File: config.mk
export PLATFORM = sky130hd
export DESIGN_NAME = fft_stage_ctrl_flat
export DESIGN_NICKNAME = d
export VERILOG_FILES = /design/src/rtl/fft_pkg.sv /design/src/rtl/fft_stage_ctrl_if.sv /design/src/rtl/fft_stage_ctrl_timer.sv /design/src/rtl/fft_stage_ctrl.sv /design/src/flat_wrapper.sv
export SDC_FILE = /design/constraint.sdc
export NUM_CORES = 1
export LEC_CHECK = 0
export ABC_CLOCK_PERIOD_IN_PS = 2500
export BUFFER_PORTS_ARGS = -buffer_cell sky130_fd_sc_hd__buf_2
export CAP_MARGIN = 20
export CORE_ASPECT_RATIO = 0.9
export CORE_MARGIN = 4
export CORE_UTILIZATION = 39
export DETAILED_ROUTE_END_ITERATION = 12
export HOLD_SLACK_MARGIN = 0.06
export SYNTH_ARGS = -nofsm -noshare
export SYNTH_HDL_FRONTEND = slang
export SYNTH_SLANG_ARGS = --single-unit
File: constraint.sdc
create_clock -name clk -period 2.5 [get_ports clk]
set_clock_uncertainty 0.1 [all_clocks]
set_input_delay 0.25 -clock clk [delete_from_list [all_inputs] [get_ports clk]]
set_output_delay 0.25 -clock clk [all_outputs]
set_load 0.02 [all_outputs]
File: src/rtl/fft_pkg.sv
// -----------------------------------------------------------------------------
// fft_pkg
// Purpose : shared constants for the 32-point FFT frame sequencer.
//           - stage codes driven to the redistribution network
//           - FSM state encoding used by fft_stage_ctrl
//           - default vector-unit count
// Ports   : none (package)
// -----------------------------------------------------------------------------
package fft_pkg;

  // fft_size codes understood by the redistribution network, in issue order.
  localparam logic [5:0] STAGE_32 = 6'b100000;
  localparam logic [5:0] STAGE_8  = 6'b001000;
  localparam logic [5:0] STAGE_2  = 6'b000010;

  localparam int NUM_VU_DEF = 8;

  typedef logic [2:0] state_t;

  localparam state_t ST_IDLE  = 3'd0;
  localparam state_t ST_LOAD  = 3'd1;
  localparam state_t ST_ISSUE = 3'd2;
  localparam state_t ST_WAIT  = 3'd3;
  localparam state_t ST_DRAIN = 3'd4;

endpackage

File: src/rtl/fft_stage_ctrl_if.sv
// -----------------------------------------------------------------------------
// fft_stage_ctrl_if
// Purpose : bundles the frame handshakes, redistribution-network controls and
//           vector-unit start/done lines of the FFT frame sequencer.
// Signals : in_valid/in_ready     upstream frame handshake
//           out_valid/out_ready   downstream frame handshake
//           stage_code[5:0]       fft_size code to the redistribution network
//           redist_start          network input-register strobe
//           vec_start             start pulse to all vector units
//           vec_done[NUM_VU-1:0]  per-unit done pulses
//           twiddle_sel[1:0]      twiddle ROM bank (stage index)
//           busy, err_timeout     status
// Modports: master = the sequencer, slave = its environment.
// -----------------------------------------------------------------------------
interface fft_stage_ctrl_if #(
  parameter int NUM_VU = fft_pkg::NUM_VU_DEF
);
  import fft_pkg::*;

  logic              in_valid;
  logic              in_ready;
  logic              out_valid;
  logic              out_ready;
  logic [5:0]        stage_code;
  logic              redist_start;
  logic              vec_start;
  logic [NUM_VU-1:0] vec_done;
  logic [1:0]        twiddle_sel;
  logic              busy;
  logic              err_timeout;

  modport master (
    input  in_valid, out_ready, vec_done,
    output in_ready, out_valid, stage_code, redist_start, vec_start,
           twiddle_sel, busy, err_timeout
  );

  modport slave (
    output in_valid, out_ready, vec_done,
    input  in_ready, out_valid, stage_code, redist_start, vec_start,
           twiddle_sel, busy, err_timeout
  );

endinterface

File: src/rtl/fft_stage_ctrl_timer.sv
// -----------------------------------------------------------------------------
// stage_timer
// Purpose : per-stage watchdog for the FFT sequencer. Cleared by load_i,
//           counts while en_i, flags expire_o on the last allowed cycle.
// Ports   : clk       clock
//           rst       asynchronous active-low reset
//           load_i    clear the count to 0
//           en_i      increment the count (saturating)
//           expire_o  count == TIMEOUT_CYC-1
// -----------------------------------------------------------------------------
module stage_timer #(
  parameter int TIMEOUT_CYC = 64
) (
  input  logic clk,
  input  logic rst,
  input  logic load_i,
  input  logic en_i,
  output logic expire_o
);

  logic [7:0] count_q;
  logic [7:0] count_d;

  always_comb begin
    count_d = count_q;
    if (load_i) begin
      count_d = '0;
    end else if (en_i && count_q != 8'hFF) begin
      count_d = count_q + 8'd1;
    end
  end

  always_ff @(posedge clk or negedge rst) begin
    if (!rst) begin
      count_q <= '0;
    end else begin
      count_q <= count_d;
    end
  end

  // Count 0 is the first WAIT cycle, so TIMEOUT_CYC-1 marks the last one.
  assign expire_o = (count_q == 8'(TIMEOUT_CYC - 1));

endmodule

File: src/rtl/fft_stage_ctrl.sv
// -----------------------------------------------------------------------------
// fft_stage_ctrl
// Purpose : frame-level sequencer for the 32-point FFT datapath. Per accepted
//           frame it steps the redistribution network through stage codes
//           32 -> 8 -> 2, starts the vector units once per stage, collects all
//           done pulses, then offers the frame downstream. A stage that does
//           not complete within TIMEOUT_CYC WAIT cycles aborts the frame and
//           raises the sticky err_timeout.
// Ports   : clk           clock
//           rst           asynchronous active-low reset
//           bus           fft_stage_ctrl_if.master (handshakes, stage/vector
//                         controls, status)
//           frame_cycles  [15:0] in-handshake to out_valid of last frame
//                         (FFT_CTRL_PERF_EN only)
//           frame_count   [15:0] completed frames (FFT_CTRL_PERF_EN only)
// Build   : define FFT_CTRL_PERF_EN to add the saturating performance counters.
// -----------------------------------------------------------------------------
module fft_stage_ctrl
  import fft_pkg::*;
#(
  parameter int NUM_VU      = NUM_VU_DEF,
  parameter int TIMEOUT_CYC = 64
) (
  input  logic                    clk,
  input  logic                    rst,
  fft_stage_ctrl_if.master        bus
`ifdef FFT_CTRL_PERF_EN
  ,
  output logic [15:0]             frame_cycles,
  output logic [15:0]             frame_count
`endif
);

  state_t            state_q,      state_d;
  logic [5:0]        stage_q,      stage_d;
  logic [1:0]        twiddle_q,    twiddle_d;
  logic [NUM_VU-1:0] done_mask_q,  done_mask_d;
  logic              redist_q,     redist_d;
  logic              vec_start_q,  vec_start_d;
  logic              out_valid_q,  out_valid_d;
  logic              err_q,        err_d;

  logic              tmr_load;
  logic              tmr_en;
  logic              tmr_expire;
  logic [NUM_VU-1:0] mask_merged;

  stage_timer #(
    .TIMEOUT_CYC (TIMEOUT_CYC)
  ) u_timer (
    .clk      (clk),
    .rst      (rst),
    .load_i   (tmr_load),
    .en_i     (tmr_en),
    .expire_o (tmr_expire)
  );

  // Include this cycle's pulses so a stage completes on the edge that sees
  // the last done, not one cycle later.
  assign mask_merged = done_mask_q | bus.vec_done;

  always_comb begin
    state_d     = state_q;
    stage_d     = stage_q;
    twiddle_d   = twiddle_q;
    done_mask_d = done_mask_q;
    redist_d    = 1'b0;
    vec_start_d = 1'b0;
    out_valid_d = out_valid_q;
    err_d       = err_q;
    tmr_load    = 1'b0;
    tmr_en      = 1'b0;

    case (state_q)
      ST_IDLE: begin
        if (bus.in_valid) begin
          state_d   = ST_LOAD;
          stage_d   = STAGE_32;
          twiddle_d = 2'd0;
          redist_d  = 1'b1;
          err_d     = 1'b0;
        end
      end

      ST_LOAD: begin
        state_d = ST_ISSUE;
      end

      ST_ISSUE: begin
        vec_start_d = 1'b1;
        done_mask_d = '0;
        tmr_load    = 1'b1;
        state_d     = ST_WAIT;
      end

      ST_WAIT: begin
        done_mask_d = mask_merged;
        tmr_en      = 1'b1;
        // Completion is tested first so it wins over an expiring timer.
        if (&mask_merged) begin
          if (stage_q != STAGE_2) begin
            stage_d   = stage_q >> 2;
            twiddle_d = twiddle_q + 2'd1;
            redist_d  = 1'b1;
            state_d   = ST_LOAD;
          end else begin
            out_valid_d = 1'b1;
            state_d     = ST_DRAIN;
          end
        end else if (tmr_expire) begin
          err_d   = 1'b1;
          stage_d = '0;
          state_d = ST_IDLE;
        end
      end

      ST_DRAIN: begin
        if (bus.out_ready) begin
          out_valid_d = 1'b0;
          stage_d     = '0;
          state_d     = ST_IDLE;
        end
      end

      default: begin
        state_d = ST_IDLE;
      end
    endcase
  end

  always_ff @(posedge clk or negedge rst) begin
    if (!rst) begin
      state_q     <= ST_IDLE;
      stage_q     <= '0;
      twiddle_q   <= '0;
      done_mask_q <= '0;
      redist_q    <= 1'b0;
      vec_start_q <= 1'b0;
      out_valid_q <= 1'b0;
      err_q       <= 1'b0;
    end else begin
      state_q     <= state_d;
      stage_q     <= stage_d;
      twiddle_q   <= twiddle_d;
      done_mask_q <= done_mask_d;
      redist_q    <= redist_d;
      vec_start_q <= vec_start_d;
      out_valid_q <= out_valid_d;
      err_q       <= err_d;
    end
  end

  assign bus.in_ready     = (state_q == ST_IDLE);
  assign bus.busy         = (state_q != ST_IDLE);
  assign bus.out_valid    = out_valid_q;
  assign bus.stage_code   = stage_q;
  assign bus.redist_start = redist_q;
  assign bus.vec_start    = vec_start_q;
  assign bus.twiddle_sel  = twiddle_q;
  assign bus.err_timeout  = err_q;

`ifdef FFT_CTRL_PERF_EN
  logic [15:0] run_cnt_q;
  logic [15:0] frame_cycles_q;
  logic [15:0] frame_count_q;

  // run_cnt_q is 1 in the first LOAD cycle, i.e. it counts cycles elapsed
  // since the accepting cycle; the +1 at capture covers the edge into DRAIN.
  always_ff @(posedge clk or negedge rst) begin
    if (!rst) begin
      run_cnt_q      <= '0;
      frame_cycles_q <= '0;
      frame_count_q  <= '0;
    end else begin
      if (state_q == ST_IDLE && bus.in_valid) begin
        run_cnt_q <= 16'd1;
      end else if (state_q != ST_IDLE && state_q != ST_DRAIN &&
                   run_cnt_q != 16'hFFFF) begin
        run_cnt_q <= run_cnt_q + 16'd1;
      end

      if (state_q == ST_WAIT && state_d == ST_DRAIN) begin
        frame_cycles_q <= (run_cnt_q == 16'hFFFF) ? 16'hFFFF : run_cnt_q + 16'd1;
      end

      if (state_q == ST_DRAIN && bus.out_ready && frame_count_q != 16'hFFFF) begin
        frame_count_q <= frame_count_q + 16'd1;
      end
    end
  end

  assign frame_cycles = frame_cycles_q;
  assign frame_count  = frame_count_q;
`endif

endmodule

File: src/flat_wrapper.sv
// flat-port wrapper written by rule: the top's interface ports become plain ports
module fft_stage_ctrl_flat import fft_pkg::*;
#(
  parameter int NUM_VU      = NUM_VU_DEF,
  parameter int TIMEOUT_CYC = 64
)
  (clk, rst, bus_in_valid, bus_out_ready, bus_vec_done, bus_in_ready, bus_out_valid, bus_stage_code, bus_redist_start, bus_vec_start, bus_twiddle_sel, bus_busy, bus_err_timeout);
  fft_stage_ctrl_if #(.NUM_VU(NUM_VU)) bus_i ();
  input  logic clk;
  input  logic rst;
  input wire logic [$bits(bus_i.in_valid)-1:0] bus_in_valid;
  input wire logic [$bits(bus_i.out_ready)-1:0] bus_out_ready;
  input wire logic [$bits(bus_i.vec_done)-1:0] bus_vec_done;
  output wire logic [$bits(bus_i.in_ready)-1:0] bus_in_ready;
  output wire logic [$bits(bus_i.out_valid)-1:0] bus_out_valid;
  output wire logic [$bits(bus_i.stage_code)-1:0] bus_stage_code;
  output wire logic [$bits(bus_i.redist_start)-1:0] bus_redist_start;
  output wire logic [$bits(bus_i.vec_start)-1:0] bus_vec_start;
  output wire logic [$bits(bus_i.twiddle_sel)-1:0] bus_twiddle_sel;
  output wire logic [$bits(bus_i.busy)-1:0] bus_busy;
  output wire logic [$bits(bus_i.err_timeout)-1:0] bus_err_timeout;
  assign bus_i.in_valid = bus_in_valid;
  assign bus_i.out_ready = bus_out_ready;
  assign bus_i.vec_done = bus_vec_done;
  assign bus_in_ready = bus_i.in_ready;
  assign bus_out_valid = bus_i.out_valid;
  assign bus_stage_code = bus_i.stage_code;
  assign bus_redist_start = bus_i.redist_start;
  assign bus_vec_start = bus_i.vec_start;
  assign bus_twiddle_sel = bus_i.twiddle_sel;
  assign bus_busy = bus_i.busy;
  assign bus_err_timeout = bus_i.err_timeout;
  fft_stage_ctrl #(.NUM_VU(NUM_VU), .TIMEOUT_CYC(TIMEOUT_CYC)) u_core (.clk(clk), .rst(rst), .bus(bus_i));
endmodule
### Yosys cells after proc, flatten, opt, wreduce, memory -nomap -nowiden

Cells that the tools add are included.

| storage, ports and cells | value |
|---|---|
| register bits after elaboration | 31 |
| latch bits | 0 |
| bits in writable memories | 0 |
| ROM bits | 0 |
| input port bits | 12 |
| memories | 0 |

| operators by class | value |
|---|---|
| add/subtract/negate cells | 2 |
| multipliers | 0 |
| div/mod/pow operators | 0 |
| order comparisons | 0 |
| eq/ne operators | 16 |
| shift-type cells | 0 |
| multiplexer cells | 33 |
| bitwise gates (word level) | 1 |
| reduce and logical (&&, ||, !) cells | 14 |

Operators by type and width:

| kind | count |
|---|---|
| $mux 6 | 5 |
| $pmux 6 s3 | 1 |
| $mux 8 | 2 |
| $pmux 8 s2 | 1 |
| $mux 3 | 5 |
| $pmux 3 s5 | 1 |
| $reduce_and 4->1 | 3 |
| $mux 1 | 11 |
| $add 8x1->8 const B | 1 |
| $eq 8x6->1 const B | 1 |
| $ne 2x2->1 const B | 4 |
| $ne 8x8->1 const B | 1 |
| $or 8x8->8 | 1 |
| $reduce_and 8->1 | 1 |
| $reduce_bool 2->1 | 4 |
| $eq 3x2->1 const B | 2 |
| $mux 2 | 3 |
| $ne 2x1->1 const B | 3 |
| $ne 6x2->1 const B | 1 |
| $pmux 1 s2 | 3 |
| $reduce_bool 3->1 | 2 |
| $reduce_and 5->1 | 1 |
| $pmux 2 s2 | 1 |
| $eq 3x1->1 const B | 1 |
| other kinds (7) | 7 |

### Depth between registers and ports, before layout

Gate-level depths: netlist of run 1.

| logic depth | value |
|---|---|
| depth in word-level cells | 5 |
| mapped depth | 5 |

### Hierarchy

A second synthesis of run 1 with hierarchy kept.

| second synthesis, totals | value |
|---|---|
| cells, all modules | 140 |
| area, all modules | 1412.6 um2 |

By module, submodules not included:

| module | times used | cells each | area each (um2) |
|---|---|---|---|
| fft_stage_ctrl | 1 | 89 | 910.9 |
| stage_timer | 1 | 51 | 501.7 |

### Least setup slack after synthesis of run 1

Ideal clock, no wire load.

| timing path | value |
|---|---|
| path kind | register to register |
| from | register u_core.u_timer.count_q[0] |
| to | register u_core.u_timer.count_q[7] |
| library setup time | 78 ps |
| arrival | 1705 ps |
| slack | 617 ps |
| cell stages (with the launch flop) | 6 |
| buffers on the path | 0 |
| clock period less this slack | 1883 ps |
| path through | dfrtp_1 ha_1 and4_4 a2111o_1 or3_1 a21oi_1 |

| on the way | value |
|---|---|
| longest elaborated chain between the ends | 3 |
| elaborated cells on any way between the ends | 6 |
| classes of those cells | add/sub: 1; eq/ne: 1; mux: 2; reduce/logical: 2 |

RTL lines:

| item | RTL line | source |
|---|---|---|
| from (decl) | fft_stage_ctrl_timer.sv:21 | `logic [7:0] count_q;` |
| from (signal assigned) | fft_stage_ctrl_timer.sv:37 | `count_q <= count_d;` |
| $add 8x1->8 or $ne 8x8->1 (tied branches) | fft_stage_ctrl_timer.sv:29, fft_stage_ctrl_timer.sv:28 |  |
| $mux 8 or $logic_and 1x1->1 (tied branches) | fft_stage_ctrl_timer.sv:28 | `end else if (en_i && count_q != 8'hFF) begin` |
| $mux 8 or $reduce_bool 2->1 (tied branches) | n/a |  |

Several ways; a longest one is shown, not always the timed one. The select of a mux whose other input is x is not followed.
A chain may end at the register's enable or synchronous reset.

### Worst setup path after layout of run 1

| timing path | value |
|---|---|
| from | register u_core.u_timer.count_q[0] |
| to | register u_core.stage_q[5], in the netlist u_core.bus.stage_code[5] |

| on the way | value |
|---|---|
| longest elaborated chain between the ends | 3 |

RTL lines:

| item | RTL line | source |
|---|---|---|
| $eq 8x6->1 | fft_stage_ctrl_timer.sv:42 | `assign expire_o = (count_q == 8'(TIMEOUT_CYC - 1));` |
| $ne 3x1->1 (no source line) | n/a |  |
| $reduce_and 5->1 (no source line) | n/a |  |
| to (signal assigned) | fft_stage_ctrl.sv:143 | `stage_q <= stage_d;` |
| to (decl) | fft_stage_ctrl.sv:35 | `logic [5:0] stage_q, stage_d;` |

Every way passes these cells.

==> results of run 1 <==
power by group through the flow:
stage | Combinational [mW] | Clock (mW) | Sequential (mW)
6_report | 0.586 | 0.355 | 0.750
4_1_cts | 0.591 | 0.365 | 0.748
2_1_floorplan | 0.378 | 0 | 0.778
5_1_grt | 0.657 | 0.386 | 0.779
3_5_place_dp | 0.587 | 0 | 0.756
3_3_place_gp | 0.569 | 0 | 0.744
path summary, 6_finish.rpt:
kind | startpoint | endpoint | cells past startpoint
max | u_core.u_timer.count_q[0] | u_core.bus.stage_code[5] | 5
min | bus_out_ready | u_core.state_q[2] | 2
max reg2reg | u_core.u_timer.count_q[0] | u_core.bus.stage_code[5] | 5
min reg2reg | u_core.bus.twiddle_sel[1] | u_core.bus.twiddle_sel[1] | 1
max in group asynchronous | rst | u_core.state_q[0] | 2
min in group asynchronous | rst | u_core.bus.stage_code[1] | 2
per-stage QoR:
step | setup slack (ns) | instances | cell area [sq um] | hold slack (ns) | power (mW)
final | 0.482 | 204 | 1580 | 0.0786 | 1.69
after global routing | 0.284 | 204 | 1580 | 0.0655 | 1.82
after CTS | 0.498 | 204 | 1580 | 0.0748 | 1.70
after detailed placement | 0.530 | 199 | 1500 | 0.198 | 1.34
after global placement | 0.569 | 199 | 1500 | 0.201 | 1.31
after floorplan | 0.617 | 139 | 1360 | -0.146 | 1.16
Yosys cell counts, drive strengths merged, types with 2 or more instances:
| cell | instances | area [sq um] |
|---|---|---|
| buf | 4 | 26.3 |
| or4 | 2 | 15.0 |
| o22ai | 5 | 31.3 |
| o2bb2ai | 2 | 17.5 |
| or3 | 2 | 13.8 |
| o31ai | 5 | 37.5 |
| nand2 | 9 | 33.8 |
| and4 | 2 | 22.5 |
| nor4 | 2 | 18.8 |
| nor3 | 3 | 15.0 |
| a22o | 3 | 26.3 |
| inv | 6 | 22.5 |
| a21oi | 13 | 65.1 |
| a31oi | 2 | 12.5 |
| clkbuf | 3 | 11.3 |
| o21ai | 7 | 35.0 |
| mux2i | 3 | 30.0 |
| nor2 | 14 | 52.6 |
| nand3 | 7 | 35.0 |
| xnor2 | 2 | 17.5 |
| dfrtp | 28 | 701 |
cells by family (layout without fill, tap and decap cells):
logic type	after synthesis	count (layout)	share of synthesized area
mux	3	3	0.0222
other cells	1	3	0.00277
flops	28	28	0.517
compound gates	42	42	0.201
fa+ha+maj	1	1	0.00923
xor+xnor	3	3	0.0194
simple gates	46	46	0.184
buf+inv	13	34	0.0443
cell type report:
type	instances	area, sq um	share of cell area
Clock buffer	3	41.3	0.0261
Tap cell	44	55.1	0.0349
Clock inverter	1	30.0	0.0190
Multi-Input combinational cell	98	602	0.381
Timing Repair Buffer	24	128	0.0808
Inverter	6	22.5	0.0143
Sequential cell	28	701	0.444
metal layers:
| layer | track usage | vias to the layer above | part of all wire |
|---|---|---|---|
| li1 | - | 540 | - |
| met1 | 0.173 | 531 | 0.46 |
| met2 | 0.229 | 24 | 0.49 |
| met3 | 0.0425 | 2 | 0.051 |
| met4 | 0.0215 | 0 | 0.0038 |
| met5 | 0 | - | 0 |
worst max-delay path, cell delays in order, from the launching register on:
cell	delay [ns]
sky130_fd_sc_hd__dfrtp_1	0.43
sky130_fd_sc_hd__ha_1	0.24
sky130_fd_sc_hd__nand3_1	0.21
sky130_fd_sc_hd__nor4_1	0.52
sky130_fd_sc_hd__o31ai_1	0.20
sky130_fd_sc_hd__a22o_1	0.23
registers in the layout, indices dropped and copies added (netlist names):
register / count
u_core.bus.stage_code: 3
u_core.done_mask_q: 8
u_core.state_q: 3
u_core.bus.err_timeout: 1
u_core.bus.out_valid: 1
u_core.u_timer.count_q: 8
u_core.bus.vec_start: 1
u_core.bus.twiddle_sel: 2
u_core.bus.redist_start: 1
==> results.txt, run 1 <==
The distinct cell type count of the synthesized netlist is 37. For the worst setup path, the data required time is 2.57 ns. The number of placement rows came out at 20. The pin count of the biggest net entering global routing came out at 29. The tool flagged a number of max-cap violations equal to 0. The final antenna diode count is 0. For this run, design rule violations remaining after detail routing come to 0. For this run, the top clock speed supported by timing is 496 MHz. The critical path is of the reg2reg type. Detailed placement ended at an HPWL of 2050 microns.

The final core area utilization came out at 0.471. In this run the post-CTS setup repair buffer count came out at 0. The final critical delay including setup and external delays is 2.02 ns. The count of endpoints failing hold in the final timing report is 0. The cts-stage hold buffer count is 1. The net count of the finished layout is 174. The number of instances in the synthesized netlist came out at 137. Post-CTS repair changed the size of 0 cells. The post-route setup TNS is 0 ns.

The cell area power density came out at 1070 nW/um^2. The summed instance area of the synthesized netlist came out at 1360 sq um. The most common cell after layout, fill and taps aside is sky130_fd_sc_hd__dfrtp_1.

The register bit count reported by yosys came out at 28. The die outline height came out at 63.9 microns. The combinational group share of total power is 0.347. The first detailed-routing pass ran for 6 iterations.

The fraction of synthesis flops using an asynchronous set or reset pin is 1.00. The residual overflow from global routing came out at 0. The sequential fraction of design power is 0.444. Across the VDD grid, the largest voltage drop is 670 uV. The clock transition time at the flip-flop clock pins of the worst setup and hold paths is 0.10 ns.

The switching power total is 0.639 mW. The proportion of synthesized chip area in sequential cells came out at 0.517. Setup repair after global routing left no endpoint under its margin. In the synthesized netlist the dominant register cell turns out to be sky130_fd_sc_hd__dfrtp_1. The number of nets with antenna violations after detailed routing came out at 0. The path class of the tightest hold or removal check is in2reg. The width of the die is 70.1 microns. The warning count from the yosys run came out at 0. The global routing usage summed across all routing layers came out at 0.135. The area growth from synthesis to layout came out at 16.5%. The per-cell routed wire length came out at 14.1 microns.

The root buffer cell chosen for the clock tree is sky130_fd_sc_hd__clkbuf_8. The maximum buffer depth of the clock tree came out at 2. The maximum fanout encountered on the critical timing path came out at 7. The later-pin clock latency in the skew report came out at 0.27 ns. A synthesized cell averages 9.89 sq um. The arrival time of data at the critical path endpoint is 2.09 ns. TritonCTS created 3 clock buffers.

The via density per instance came out at 5.38. The routed wire length is 2870 microns. The number of pins with negative max-slew slack in the final report was 0.

The via count of the routed design came out at 1097. TritonCTS built the clock tree. STA classifies the critical path startpoint as a register. The kind of capture point of the worst setup path is a register.

The internal power of the cells totals 1.05 mW. The first routing iteration left 44 violations. The run finished with clean final reports.

The number of global-route vias before repair came out at 1111. The tree built by TritonCTS fans out to 28 sinks. The register-to-register setup slack is 0.48 ns. The fill cell instance count of the final layout came out at 331. The first global-routing pass estimated 4970 microns of wire. The congestion estimate from routability-driven global placement came to 0.773. The number of enable flip-flop cells after synthesis is 0. The final setup violation count is 0. The number of top-level pins came out at 26. The die covers 4480 sq um. Summed over all cells, the static leakage comes to 0.717 nW. The clock share of power came out at 0.210. Of the available clock period, the critical path in the final layout requires 0.807.

The floorplan step defined a core boundary enclosing 3350 sq um. The initial antenna violation count came out at 0. The deepest level of the CTS H-tree is 1.

The switching power as a share of total power is 0.378. The top cell types in the final layout, fill and taps aside, are sky130_fd_sc_hd__dfrtp_1 (28), sky130_fd_sc_hd__buf_2 (22), sky130_fd_sc_hd__nor2_1 (14). The initial core utilization is 0.404. Of the cells placed in the final design, the portion with a size suffix greater than 1 is 0.206. The relative slew slack came out at 0.527.

The number of buffers inserted by port buffering is 22. At the pin with the least slew margin, the transition time is 0.704 ns.
(Power assumes the default switching activity.)
==> run 2, diff against run 1 <==
--- a/config.mk
+++ b/config.mk
@@ -5,7 +5,8 @@
 export SDC_FILE = /design/constraint.sdc
 export NUM_CORES = 1
 export LEC_CHECK = 0
-export ABC_CLOCK_PERIOD_IN_PS = 2500
+export ABC_AREA = 1
+export ABC_CLOCK_PERIOD_IN_PS = 1600
 export BUFFER_PORTS_ARGS = -buffer_cell sky130_fd_sc_hd__buf_2
 export CAP_MARGIN = 20
 export CORE_ASPECT_RATIO = 0.9
==> constraint.sdc (replaced) <==
create_clock -name clk -period 1.6 [get_ports clk]
set_clock_uncertainty 0.1 [all_clocks]
set_input_delay 0.16 -clock clk [delete_from_list [all_inputs] [get_ports clk]]
set_output_delay 0.16 -clock clk [all_outputs]
set_load 0.02 [all_outputs]
==> run 2 against run 1 <==
Net effect: global-route usage grew 0.29 points; final cell count grew 37%; synthesized area grew 8.6%; fmax grew 27%; largest cell class unchanged; power grew 72%; hold slack gained 0.018 ns; die area grew 7.5%; via count grew 15%; cell area grew 15%; largest power group is now combinational logic; sequential share of layout area shrank 5.8 points; setup slack lost 0.47 ns.
==> results.txt, run 2 <==
Status: completed (unchanged). The top achievable clock speed is 628 MHz (was 496 MHz). The reg-to-reg critical path startpoint was u_core.u_timer.count_q[0] (unchanged). The clock root buffer master is sky130_fd_sc_hd__clkbuf_8 (unchanged).

The number of top-level pins is 26 (unchanged). The average size of a mapped cell is 7.39 sq um (was 9.89 sq um). The number of nets with antenna violations after detailed routing is 0 (unchanged).

The via count of the routed design is 1257 (was 1097). The number of standard cells in the layout, taps in and fillers out was 279 (was 204). Largest cells by area after synthesis: sky130_fd_sc_hd__dfrtp_1 (48%), sky130_fd_sc_hd__nand2_1 (19%), sky130_fd_sc_hd__inv_1 (7.7%) (was sky130_fd_sc_hd__dfrtp_1 (52%), sky130_fd_sc_hd__a21oi_1 (4.8%), sky130_fd_sc_hd__nor2_1 (3.9%)).

The most common cell after layout, fill and taps aside is sky130_fd_sc_hd__nand2_1 (was sky130_fd_sc_hd__dfrtp_1). The later-pin clock latency in the skew report came out at 0.27 ns (about the same). The worst setup path category is reg2reg (unchanged).

The start point of the worst min-delay path is bus_vec_done[7] (was bus_out_ready). The area growth from synthesis to layout is 23.5% (was 16.5%). The initial core utilization came to 0.420 (was 0.404).

The residual overflow from global routing is 0 (unchanged). Setup repair after global routing missed its margin: true (was false). The total instance count after detailed placement came out at 272 (was 199). The cell area power density was 1600 nW/um^2 (was 1070 nW/um^2). The final critical delay including setup and external delays came out at 1.59 ns (was 2.02 ns). The post-layout total power came out at 2.91 mW (was 1.69 mW). The ratio of final minimum period to clock period came to 0.995 (was 0.807). The first-pass iteration count of the detailed router is 4 (was 6).

The nature of the critical path startpoint is a register (unchanged). The fraction of synthesis flops using an asynchronous set or reset pin is 1.00 (unchanged). The via density per instance came out at 4.51 (was 5.38). The slew at the pin closest to its max-slew limit came to 0.625 ns (was 0.704 ns). The maximum buffer depth of the clock tree came to 2 (unchanged). The initial antenna violation count is 0 (unchanged). The maximum fanout encountered on the critical timing path is 3 (was 7). The fraction of final layout cells sized beyond drive strength 1 came out at 0.260 (was 0.206).

The portion of synthesized cell area occupied by the leading cell type came out at 0.476 (was 0.517). The number of placement rows came out at 20 (unchanged). The final-stage net count came out at 250 (was 174). The clock sink count came out at 28 (unchanged). The global routing usage summed across all routing layers is 0.138 (was 0.135). The number of global-route vias before repair is 1198 (was 1111).

The distinct cell type count of the synthesized netlist was 24 (was 37). The fill cell instance count of the final layout came to 367 (was 331). The TritonCTS clock tree is yes (unchanged). The per-cell routed wire length came out at 11.0 microns (was 14.1 microns). The register bit count reported by yosys came out at 28 (unchanged). The register-to-register setup slack is 0.008 ns (was 0.48 ns). The first-pass GRT wire length is 5350 microns (was 4970 microns).

Top Registers: u_core.done_mask_q (8), u_core.u_timer.count_q (8) (unchanged). The final weighted congestion in routability-driven placement came to 0.811 (was 0.773). The die outline height is 66.3 microns (was 63.9 microns). The kind of capture point of the worst setup path is a register (unchanged).

The most common cell in the synthesized netlist is sky130_fd_sc_hd__nand2_1 (was sky130_fd_sc_hd__dfrtp_1). The number of clock buffers inserted by TritonCTS was 3 (unchanged). The number of buffers inserted by port buffering came out at 22 (unchanged).

The number of enable flip-flop cells after synthesis is 0 (unchanged). The deepest level of the CTS H-tree is 1 (unchanged). Post-synth top cells: sky130_fd_sc_hd__nand2_1 (73), sky130_fd_sc_hd__inv_1 (30), sky130_fd_sc_hd__dfrtp_1 (28) (was sky130_fd_sc_hd__dfrtp_1 (28), sky130_fd_sc_hd__nor2_1 (14), sky130_fd_sc_hd__a21oi_1 (13)). The half-perimeter wire length after detailed placement was 2260 microns (was 2050 microns). The final setup violation count came out at 0 (unchanged). The warning count from the yosys run came out at 0 (unchanged). The total leakage power was 1.02 nW (was 0.717 nW). The pin count of the biggest net entering global routing is 29 (unchanged).

The number of pins with negative max-slew slack in the final report is 0 (unchanged). The width of the die is 72.7 microns (was 70.1 microns). The final routed DRC violation total came out at 0 (unchanged). The class of the tightest hold or removal check was in2reg (unchanged). The total die area came out at 4820 sq um (was 4480 sq um). The timing startpoint of the critical path is u_core.u_timer.count_q[0] (unchanged).

The clock transition time at the flip-flop clock pins of the worst setup and hold paths is 0.09 ns (was 0.10 ns). The final antenna diode count was 0 (unchanged). The count of endpoints failing hold in the final timing report came out at 0 (unchanged). The number of design-rule violations left by the first detailed-router iteration came to 55 (was 44). The arrival time of data at the critical path endpoint came out at 1.66 ns (was 2.09 ns).

The relative slew slack is 0.584 (was 0.527). The worst vdd rail ir drop is 837 uV (was 670 uV). The endpoint required time on the critical path was 1.67 ns (was 2.57 ns). The max-capacitance violation count came out at 0 (unchanged).

The top cell type by total area after synthesis is sky130_fd_sc_hd__dfrtp_1 (unchanged). The proportion of synthesized chip area in sequential cells is 0.476 (was 0.517). The summed instance area of the synthesized netlist came out at 1470 sq um (was 1360 sq um). The flip-flop cell with the highest count after synthesis is sky130_fd_sc_hd__dfrtp_1 (unchanged). The worst hold-check slack was 0.0965 ns (was 0.0786 ns).

The number of instances in the synthesized netlist came out at 199 (was 137). The floorplan core area came out at 3500 sq um (was 3350 sq um). The routed wire length came out at 3060 microns (was 2870 microns). Most frequent cells in the layout: sky130_fd_sc_hd__nand2_1 (63), sky130_fd_sc_hd__inv_1 (28), sky130_fd_sc_hd__dfrtp_1 (28) (was sky130_fd_sc_hd__dfrtp_1 (28), sky130_fd_sc_hd__buf_2 (22), sky130_fd_sc_hd__nor2_1 (14)).
## run 2: cell types whose count changed in the layout (fill, tap and decap cells not counted), moves of 5 or more
cell | before | now
sky130_fd_sc_hd__buf_4 | 1 | 10
sky130_fd_sc_hd__a21oi_1 | 13 | 1
sky130_fd_sc_hd__o22ai_1 | 5 | 0
sky130_fd_sc_hd__nand2_1 | 9 | 63
sky130_fd_sc_hd__nand2_2 | 0 | 10
sky130_fd_sc_hd__inv_1 | 6 | 28
sky130_fd_sc_hd__nand3_1 | 7 | 12
## run 2: what timing repair did
action / CTS / global route
buffers inserted: 0 / 1
resized for setup: 0 / 25
endpoints found under the setup margin: 3 / 16
endpoints found under the hold margin: 29 / 0
hold buffers: 2 / 0
cloned: 0 / 1
pin swaps: 2 / 10
## run 2: worst paths after layout
| check | end | depth (start not counted) |
|---|---|---|
| min in group asynchronous | u_core.done_mask_q[7] | 2 |
| max in group asynchronous | u_core.bus.twiddle_sel[0] | 2 |
| hold / removal | u_core.done_mask_q[7] | 5 |
| setup reg to reg | u_core.bus.stage_code[5] | 8 |
| setup / recovery | u_core.bus.stage_code[5] | 8 |
| hold reg to reg | u_core.bus.err_timeout | 2 |
## run 2: report_power, final
group,internal [mW],switching (mW)
Combinational,0.546,0.922
Clock,0.169,0.209
Sequential,0.942,0.120
Total,1.66,1.25
## run 2: worst max-delay path: stages (launching register included)
cell and delay, ns:
sky130_fd_sc_hd__dfrtp_1 0.37, sky130_fd_sc_hd__ha_2 0.19, sky130_fd_sc_hd__nand2_2 0.07, sky130_fd_sc_hd__nor3_4 0.22, sky130_fd_sc_hd__nand2_1 0.12, sky130_fd_sc_hd__nand3_1 0.12
sky130_fd_sc_hd__nand4_1 0.15, sky130_fd_sc_hd__nand2_1 0.09, sky130_fd_sc_hd__nand2_1 0.05
## run 2: routing by layer
layer	vias up	share of wire	track usage
met2	21	0.44	0.222
met1	560	0.52	0.190
met3	2	0.041	0.0350
li1	674	-	-
met4	0	0.0033	0.0207
met5	-	0	0
## run 2: final cells by class
type                       count  area (sq um)  share of cell area
inverter                      33           124              0.0682
timing repair buffer          36           228               0.125
tap                           44          55.1              0.0303
sequential                    28           701               0.386
multi-input combinational    135           668               0.368
clock buffer                   3          41.3              0.0227
## run 2: per-stage QoR
step | setup slack (ns) | setup TNS, ns | instance area [sq um] | util
after detailed placement | 0.00511 | 0 | 1690 | 0.481
after floorplan | 0.0521 | 0 | 1480 | -
after global routing | -0.125 | -1.30 | 1820 | 0.519
final | 0.00775 | 0 | 1820 | 0.519
after global placement | 0.0166 | 0 | 1690 | 0.481
after CTS | 0.0240 | 0 | 1750 | 0.499
## run 2: cell families (layout without fill, tap and decap cells)
logic type | after synthesis | after routing | share of synthesized area
and+or+nand+nor | 111 | 111 | 0.326
buffers and inverters | 38 | 72 | 0.110
AOI/OAI and AO/OA | 17 | 17 | 0.0595
other | 1 | 3 | 0.00255
xor gates and xnor gates | 3 | 3 | 0.0179
adders and majority gates | 1 | 1 | 0.00850
DFF | 28 | 28 | 0.476
==> run 3, diff against run 2 <==
--- a/config.mk
+++ b/config.mk
@@ -10,7 +10,6 @@
 export BUFFER_PORTS_ARGS = -buffer_cell sky130_fd_sc_hd__buf_2
 export CAP_MARGIN = 20
 export CORE_ASPECT_RATIO = 0.9
-export CORE_MARGIN = 4
 export CORE_UTILIZATION = 39
 export DETAILED_ROUTE_END_ITERATION = 12
 export HOLD_SLACK_MARGIN = 0.06
==> run 3 against run 2 <==
Net effect: clock power about the same; hold slack got worse by 0.013 ns; global-route usage increased by 2.8 points; fmax increased by 0.82%; die area decreased by 17%.
==> results.txt, run 3 (synthesis gave the netlist of run 2 again) <==
The final-stage net count is 251 (was 250). The total instance count after detailed placement came to 273 (was 272). The number of clock buffers inserted by TritonCTS came to 3 (unchanged).

The ratio of final minimum period to clock period is 0.987 (was 0.995). The maximum fanout encountered on the critical timing path is 4 (was 3). The number of design-rule violations left by the first detailed-router iteration is 63 (was 55). The cell area power density is 1590 nW/um^2 (was 1600 nW/um^2).

The critical-path cell with the highest stage delay is sky130_fd_sc_hd__dfrtp_1 (unchanged). The arrival time of data at the critical path endpoint came out at 1.64 ns (was 1.66 ns). The final weighted congestion in routability-driven placement was 0.829 (was 0.811). Status: completed (unchanged). The switching power total is 1.23 mW (was 1.25 mW).

The nature of the critical path startpoint is a register (unchanged). The width of the die is 66.7 microns (was 72.7 microns). The area growth from synthesis to layout is 24.1% (was 23.5%). The class of the tightest hold or removal check was in2reg (unchanged). The kind of capture point of the worst setup path is a register (unchanged). Top Registers: u_core.done_mask_q (8), u_core.u_timer.count_q (8) (unchanged). The number of pins with negative max-slew slack in the final report is 0 (unchanged). The number of nets with antenna violations after detailed routing came out at 0 (unchanged). The per-cell routed wire length is 10.1 microns (was 11.0 microns). The switching power as a share of total power is 0.424 (was 0.430). The final routed DRC violation total was 0 (unchanged). The worst hold-check slack is 0.0837 ns (was 0.0965 ns).

The initial antenna violation count is 0 (unchanged). The register-to-register setup slack is 0.02 ns (was 0.008 ns). The cell type group with the largest total delay on the critical path is simple AND/OR/NAND/NOR gates (unchanged). The first-pass GRT wire length came out at 4970 microns (was 5350 microns). The total internal power came out at 1.67 mW (was 1.66 mW).

The number of standard cells in the layout, taps in and fillers out came out at 280 (was 279). The total die area is 4020 sq um (was 4820 sq um). The max-capacitance violation count was 0 (unchanged). The most common cell after layout, fill and taps aside is sky130_fd_sc_hd__nand2_1 (unchanged). The worst vdd rail ir drop is 992 uV (was 837 uV). The delay of the slowest cell on the worst path came out at 0.36 ns (was 0.37 ns).

The worst setup path category is reg2reg (unchanged). The clock share of power came out at 0.129 (was 0.130). The final antenna diode count came to 0 (unchanged). Setup repair after global routing missed its margin: true (unchanged). The global routing usage summed across all routing layers is 0.166 (was 0.138). The TritonCTS clock tree is yes (unchanged). The combinational group share of total power is 0.509 (was 0.505). The routed wire length is 2830 microns (was 3060 microns).

The via count of the routed design is 1277 (was 1257). The pin count of the biggest net entering global routing is 29 (unchanged). The first-pass iteration count of the detailed router came out at 4 (unchanged). The later-pin clock latency in the skew report came out at 0.27 ns (about the same). The floorplan core area is 3480 sq um (was 3500 sq um). The most repeated library cell on the critical path is sky130_fd_sc_hd__nand2_2 (was sky130_fd_sc_hd__nand2_1). CP cell instances: ha_2 > nand2_2 > nor3_4 > nand4_1 > nand2_2 > buf_4 > o21ai_0 (was ha_2 > nand2_2 > nor3_4 > nand2_1 > nand3_1 > nand4_1 > nand2_1 > nand2_1). The initial core utilization is 0.423 (was 0.420). The residual overflow from global routing came to 0 (unchanged).

The total leakage power came out at 1.03 nW (was 1.02 nW). The deepest level of the CTS H-tree came out at 1 (unchanged). The final setup violation count came out at 0 (unchanged). The final critical delay including setup and external delays is 1.58 ns (was 1.59 ns).

The die outline height came out at 60.3 microns (was 66.3 microns). Most frequent cells in the layout: sky130_fd_sc_hd__nand2_1 (65), sky130_fd_sc_hd__inv_1 (29), sky130_fd_sc_hd__dfrtp_1 (28) (was sky130_fd_sc_hd__nand2_1 (63), sky130_fd_sc_hd__inv_1 (28), sky130_fd_sc_hd__dfrtp_1 (28)). The top achievable clock speed is 633 MHz (was 628 MHz). The maximum buffer depth of the clock tree came out at 2 (unchanged). The number of buffers inserted by port buffering is 22 (unchanged). The clock sink count came out at 28 (unchanged). The half-perimeter wire length after detailed placement is 2110 microns (was 2260 microns). The sequential fraction of design power came out at 0.362 (was 0.365). The number of buffers and inverters on the critical path is 1 (was 0). The pre-CTS worst setup slack is 0.00489 ns (was 0.00511 ns). The fraction of final layout cells sized beyond drive strength 1 is 0.271 (was 0.260).

The clock transition time at the flip-flop clock pins of the worst setup and hold paths came out at 0.09 ns (about the same). The post-layout total power is 2.90 mW (was 2.91 mW). The number of global-route vias before repair is 1143 (was 1198).

The setup slack after layout is 0.0207 ns (was 0.00775 ns). The number of top-level pins is 26 (unchanged). The slew at the pin closest to its max-slew limit came out at 0.613 ns (was 0.625 ns). The number of placement rows is 20 (unchanged).

The count of endpoints failing hold in the final timing report came to 0 (unchanged). The via density per instance came to 4.56 (was 4.51). The endpoint required time on the critical path is 1.66 ns (was 1.67 ns). The relative slew slack came out at 0.591 (was 0.584).

The clock root buffer master is sky130_fd_sc_hd__clkbuf_8 (unchanged).
==> run 3: cell count changes in the layout (fill, tap and decap cells not counted), moves of 2 or more <==
| cell | change |
|---|---|
| sky130_fd_sc_hd__nor2_2 | +3 |
| sky130_fd_sc_hd__buf_4 | +2 |
| sky130_fd_sc_hd__nand2_1 | +2 |
| sky130_fd_sc_hd__nand2_2 | -2 |
| sky130_fd_sc_hd__nor2_1 | -2 |
==> run 3: layer usage <==
metal,wire [microns],global-route usage,up-vias
li1,-,-,674
met1,1480,0.229,575
met2,1190,0.258,26
met3,143,0.0458,2
met4,19,0.0365,0
met5,0,0,-
==> run 3: path summary, 6_finish.rpt <==
path | start | to | depth (start not counted)
hold / removal | bus_vec_done[3] | u_core.done_mask_q[3] | 5
min in group asynchronous | rst | u_core.done_mask_q[3] | 2
setup reg to reg | u_core.u_timer.count_q[1] | u_core.u_timer.count_q[6] | 7
setup / recovery | u_core.u_timer.count_q[1] | u_core.u_timer.count_q[6] | 7
max in group asynchronous | rst | u_core.u_timer.count_q[0] | 2
hold reg to reg | u_core.bus.out_valid | u_core.bus.out_valid | 2
==> run 3: through the flow <==
step	utilization	cell area, sq um	setup TNS (ns)
4_1_cts	0.505	1760	0
3_5_place_dp	0.487	1690	0
3_3_place_gp	0.487	1690	0
2_1_floorplan	-	1480	0
6_report	0.525	1830	0
5_1_grt	0.525	1830	-0.922
==> run 3: layout make-up <==
class / instances / area (sq um)
multi-input combinational: 135 / 674
clock buffer: 3 / 41.3
tap: 44 / 55.1
inverter: 33 / 124
sequential: 28 / 701
fill: 343 / 1650
timing repair buffer: 37 / 231
==> run 3: power groups by stage <==
stage,clock (mW),combinational (mW),sequential (mW)
after floorplan,0,0.833,1.15
after global routing,0.421,1.68,1.08
after global placement,0,1.37,1.06
final,0.374,1.48,1.05
after CTS,0.396,1.39,1.05
after detailed placement,0,1.38,1.06
==> run 3: what timing repair did <==
item,in CTS,in global routing
endpoints found under the setup margin,4,16
cloned,0,0
hold endpoints to repair,29,0
hold buffers,2,0
resized for setup,0,23
pin swaps,2,8
buffers inserted,0,2
==> run 3: tightest hold or removal path: stages <==
cell                      delay, ns
sky130_fd_sc_hd__buf_2         0.07
sky130_fd_sc_hd__inv_1         0.03
sky130_fd_sc_hd__nand2_1       0.06
sky130_fd_sc_hd__nand2_1       0.05
sky130_fd_sc_hd__o21ai_0       0.05
